## src/rtl/parity_generator.sv

```systemverilog
// Word and frame parity: parity_out is combinational; parity_q, frame_parity and frame_count appear one cycle after the qualifying edge.
// No backpressure: every in_valid word is accepted, and acc/cnt clear after frame_last so back-to-back frames lose no words.
module parity_generator #(
  parameter int WIDTH = 8,
  parameter int CNT_W = 16
) (
  input  logic             clk,
  input  logic             rst_n,
  input  logic [WIDTH-1:0] in,
  output logic             parity_out,
  input  logic             odd_sel,
  input  logic             in_valid,
  input  logic             frame_last,
  output logic             parity_q,
  output logic             parity_valid,
  output logic             frame_parity,
  output logic             frame_valid,
  output logic [CNT_W-1:0] frame_count
);

  localparam logic [CNT_W-1:0] CNT_ONE = {{(CNT_W-1){1'b0}}, 1'b1};
  localparam logic [CNT_W-1:0] CNT_MAX = {CNT_W{1'b1}};

  logic             word_par;
  logic             acc;
  logic             acc_next;
  logic [CNT_W-1:0] cnt;
  logic [CNT_W-1:0] cnt_next;

  assign word_par   = ^in;
  assign parity_out = word_par;

  always_comb begin
    acc_next = acc ^ word_par;
    cnt_next = cnt;
    // Saturate instead of wrapping so an oversized frame never reports a short count.
    if (cnt != CNT_MAX) begin
      cnt_next = cnt + CNT_ONE;
    end
  end

  always_ff @(posedge clk or negedge rst_n) begin
    if (!rst_n) begin
      parity_q     <= 1'b0;
      parity_valid <= 1'b0;
      frame_parity <= 1'b0;
      frame_valid  <= 1'b0;
      frame_count  <= '0;
      acc          <= 1'b0;
      cnt          <= '0;
    end else begin
      parity_valid <= in_valid;
      frame_valid  <= in_valid & frame_last;
      if (in_valid) begin
        parity_q <= word_par ^ odd_sel;
        if (frame_last) begin
          frame_parity <= acc_next ^ odd_sel;
          frame_count  <= cnt_next;
          acc          <= 1'b0;
          cnt          <= '0;
        end else begin
          acc <= acc_next;
          cnt <= cnt_next;
        end
      end
    end
  end

endmodule

```

## config.mk

```make
export PLATFORM = sky130hd
export DESIGN_NAME = parity_generator
export DESIGN_NICKNAME = d
export VERILOG_FILES = /design/src/rtl/parity_generator.sv
export SDC_FILE = /design/constraint.sdc
export NUM_CORES = 1
export LEC_CHECK = 0
export ABC_AREA = 1
export BUFFER_PORTS_ARGS = -buffer_cell sky130_fd_sc_hd__buf_4
export CAP_MARGIN = 15
export CORE_ASPECT_RATIO = 1.25
export CORE_UTILIZATION = 60
export CTS_CLUSTER_SIZE = 25
export DETAILED_ROUTE_END_ITERATION = 10
export PLACE_DENSITY = 0.87
export SLEW_MARGIN = 0
export SYNTH_ARGS = -nofsm -noshare
export SYNTH_HDL_FRONTEND = slang
export SYNTH_SLANG_ARGS = --single-unit
```

## constraint.sdc

```tcl
create_clock -name clk -period 3.2 [get_ports clk]
set_input_delay 0.16 -clock clk [delete_from_list [all_inputs] [get_ports clk]]
set_output_delay 0.16 -clock clk [all_outputs]
set_load 0.01 [all_outputs]
```

### Word-level counts from Yosys, hierarchy flattened

Index checks and enable logic that the tools add are counted.

* bitwise logic cells: 4
* equal/unequal tests: 1
* reductions and logical operators: 2
* div/mod/pow operators: 0
* magnitude comparators: 0
* shift-type cells: 0
* add/sub/neg operators: 1
* multipliers: 0
* mux-type cells: 3

Operators by type and width (number)
* 16-bit 2-to-1 mux: 2
* 16-bit by 1-bit adder with 16-bit output, second input constant: 1
* 16-bit inequality test, second input constant: 1
* 8-bit XOR reduction: 1
* 1-bit XOR: 3
* 2-bit AND reduction: 1
* 1-bit bitwise AND: 1
* 1-bit 2-to-1 mux: 1

* memories: 0
* bits in writable memories: 0
* bits in latches: 0
* register bits after elaboration: 37
* ROM bits: 0
* word-level logic and storage cells: 18

### Longest topological paths before layout

* depth in word-level cells: 3
* mapped depth: 11

### Worst setup path before layout

No wires, ideal clock.

* path kind: reg2reg
* start point: reg cnt[0]
* end point: reg frame_count[11]
* slack: 1685 ps
* setup time: 117 ps
* path buffers: 0
* arrival time: 1398 ps
* period minus slack after synthesis: 1515 ps
* data required time: 3083 ps
* stages on the path, launching flop included: 10
* path through: dfrtp_1 > ha_1 > inv_1 > nor2_1 > nand2_2 > nor2_8 > nor2_2 > xor2_1 > nand2_1 > nand2_1

* longest elaborated chain between the ends: 2

RTL lines
* start, declared: RTL line 27 `logic [CNT_W-1:0] cnt;`
* start signal, assigned: RTL line 63 `cnt <= cnt_next;`
* 16-bit by 1-bit adder with 16-bit output / 16-bit inequality test (equally long branches): RTL line 38, 37
* 16-bit 2-to-1 mux *: RTL line 37 `if (cnt != CNT_MAX) begin`
* end signal, assigned: RTL line 58 `frame_count <= cnt_next;`
* end, declared: RTL line 18 `output logic [CNT_W-1:0] frame_count`

Mark *: on every way between the ends. The rest lies on a longest branch, timed or not.
A chain may end at the register's enable or synchronous reset.

### Final worst setup path

* start point: reg cnt[0]
* end point: reg frame_count[10]

Same word-level chain as after synthesis.

==> run_results.csv <==
group,metric,value,unit
pwr,leakagePower,1.35,nW
yosys,synth-edff-count,0,
pwr,p_per_area,399,nW/µm²
yosys,synth_compound_area_share,6.69,%
setup_path,crit_path_end_kind,"register",
cts,cts_setup_buffers,0,
setup_path,path_max_fanout,10,
setup_path,required,3390,ps
min_path,hold_class,"primary input to register",
global_routing,overflow,0,
global_routing,grt_usage,28.6,%
yosys,synth_adder_area_share,0.614,%
outcome,outcome,"complete, no violations",
place,portBuffers,33,
yosys,synth_top_family_by_area,"simple AND/OR/NAND/NOR gates",
cells_and_area,syn_to_final_growth,18.5,%
setup_path,path_class,"register to register",
yosys,synth_area,2040,µm²
setup_path,arrival,1970,ps
yosys,ys_types,27,
yosys,syn_area_per_cell,7.36,µm²
timing,post-route-min-period,1790,ps
cells_and_area,drive_gt1_share,18.1,%
setup_path,r2r_cells,10,
floorplanning,coreArea,3220,µm²
floorplanning,io_pins,34,
cts,cts_tree,"built",
min_path,hold_depth,1,
setup_path,timing.rr.start,"cnt[0]",
floorplanning,fp.dieW,54.1,µm
cts,cts_buffers,5,
cts,numClockSinks,37,
detailed_routing,totalWireLength,4560,µm
detailed_routing,viasPerCell,5.40,
timing,drv_slew,0,
detailed_routing,dr.pass1.iters,4,
yosys,synthCells,277,
floorplanning,rows,23,
detailed_routing,avgRoutedWirePerCell,12.9,µm
cts,cts_hold_buf,1,
global_routing,grt_max_degree,38,
timing,grt_setup_unrepaired,"no",
cts,htree_levels,2,
pwr,seq_power_share,52.5,%
global_routing,grt_first_pass_wirelength,7380,µm
yosys,ys.flop_type,"dfrtp_1",
pwr,internal-power,0.000696,W
floorplanning,die_area,3640,µm²
run,drv_cap,0,
timing,fmax,560,MHz
timing,final-setup-viol-count,0,
pwr,p_switching,0.000267,W
detailed_routing,drt_iter0_drc,49,
yosys,yosysWarningCount,0,
timing,clock_skew,5.23,ps
timing,timing.slew.headroom,53.0,%
cts,clk_pin_slew_worst_paths,80,ps
timing,period_share,55.8,%
pwr,power.share.clock,33.2,%
pwr,vdd_drop_max,0.343,mV
detailed_routing,drc,0,
setup_path,ff2ff_setup_slack,1410,ps
cells_and_area,nNetsFinal,328,
global_routing,antenna_found_initial,0,
timing,timing_hold_violations_final,0,
yosys,synth_nets,291,
floorplanning,start_util,63.2,%
place,post-place-ws,1440,ps
yosys,synth.mux.area_fraction,0,%
pwr,power.share.combinational,14.3,%
cts,cts-root-buf,"clkbuf_8",
yosys,synth-async-reset-ratio,100,%
yosys,synth_seq_area_share,45.4,%
yosys,synthXorXnorAreaFrac,2.58,%
cts,cts_resized,0,
pwr,fin_total_pwr,0.000963,W
min_path,whs_endpoint,"parity_valid",
setup_path,r2r_end,"frame_count[10]",
cts,clock_path_buffers,2,
timing,setup_tns,0,ps
cts,clock_latency,290,ps
timing,worstMarginPinSlew,704,ps
yosys,synth-simple-area-share,38.0,%
floorplanning,die_y,67.2,µm
pwr,p_sw_share,27.7,%
cells_and_area,stdcell_area,2410,µm²
detailed_routing,ant_nets,0,
place,hpwl,3330,µm
cells_and_area,fin_util,74.9,%
detailed_routing,vias,1902,
place,place.gp.congestion,0.874,
cells_and_area,diodes,0,
place,placed_area,2320,µm²
global_routing,grt_pass1_vias,1768,
min_path,hp-start,"in_valid",
setup_path,cp-start-kind,"register",
timing,setup_ws,1410,ps
yosys,ys_ff_latch,37,
==> critical path: stages (launching register included) <==
cell and delay [ps]:
dfrtp_1 430, ha_1 210, inv_1 100, nor2_1 190, nand2_2 140, nor2_8 220, inv_4 100, nand4_1 80
nand2_1 90, nand2_1 70, nand2_1 50
==> per-stage QoR <==
stage	cells	hold WS, ps
3_3_place_gp	343	143
5_1_grt	352	83.7
6_report	352	90.7
3_5_place_dp	343	146
4_1_cts	352	83.5
2_1_floorplan	277	-136
==> cells by family (layout without fill, tap and decap cells) <==
kind of cell | Yosys count | after routing
compound gates | 26 | 26
flops | 37 | 37
simple gates | 172 | 172
buf+inv | 35 | 73
xor+xnor | 6 | 6
fa+ha+maj | 1 | 1
==> synth_stat cells (2+ instances only) <==
cell type	count	area [µm²]
inv_1	27	101
nor2_1	9	33.8
nand2_2	3	18.8
nand4_1	4	25.0
o21ai_0	20	100
nand2_1	125	469
nand3_2	2	20.0
nor3_2	2	20.0
xor2_1	6	52.6
nor3_1	2	10.0
a31oi_1	2	12.5
clkbuf_1	3	11.3
nand3_1	18	90.1
buf_2	2	10.0
o22ai_1	3	18.8
nor2_4	2	22.5
dfrtp_1	37	926
==> power groups by stage <==
stage,combinational [W],sequential [W],clock [W]
6_report,0.000138,0.000505,0.000320
3_3_place_gp,0.000133,0.000513,0
2_1_floorplan,0.0000659,0.000518,0
5_1_grt,0.000158,0.000508,0.000338
4_1_cts,0.000139,0.000505,0.000323
3_5_place_dp,0.000138,0.000514,0
==> placed cells by master (no fill, tap or decap) <==
cell / n
nand2_1: 125
dfrtp_1: 37
buf_4: 34
inv_1: 27
o21ai_0: 20
nand3_1: 18
nor2_1: 9
xor2_1: 6
clkbuf_8: 5
nand4_1: 4
nand2_2: 3
o22ai_1: 3
nor3_2: 2
nor3_1: 2
nand3_2: 2
nor2_4: 2
a31oi_1: 2
clkinv_2: 2
inv_2: 1
nor4_4: 1
clkinv_1: 1
nor2_8: 1
nand2_4: 1
nor2_2: 1
inv_4: 1
nor4_1: 1
a21oi_1: 1
ha_1: 1
clkinvlp_4: 1
dlygate4sd3_1: 1
==> sequential cells by signal (all words and copies together) (netlist names) <==
signal	cells
acc	1
cnt	16
frame_count	16
frame_parity	1
frame_valid	1
parity_q	1
parity_valid	1
==> area by class of cell <==
type                    instances  area, µm²
multi-input cells             205        976
flip-flops and latches         37        926
fillers                       238        808
repair buffers                 35        265
inverters                      30        115
clock buffers                   5       68.8
well taps                      37       46.3
clock inverters                 3       17.5
==> worst max path at each step <==
stage | start | to | slack (ps) | depth (start not counted)
2_1_floorplan | cnt[0] | frame_count[11] | 1690 | 9
3_3_place_gp | cnt[0] | frame_count[10] | 1510 | 10
3_5_place_dp | cnt[0] | frame_count[10] | 1440 | 10
4_1_cts | cnt[0] | frame_count[3] | 1420 | 9
5_1_grt | cnt[0] | frame_count[14] | 1260 | 8
6_report | cnt[0] | frame_count[10] | 1410 | 10
==> metal layers <==
| layer | vias up | GRT usage, % | wire [µm] |
|---|---|---|---|
| met4 | 0 | 16.7 | 118 |
| li1 | 949 | - | - |
| met3 | 10 | 5.63 | 208 |
| met5 | - | 0 | 0 |
| met2 | 58 | 46.8 | 2360 |
| met1 | 885 | 34.0 | 1870 |
Note: power is estimated with default switching activity, not from simulation.
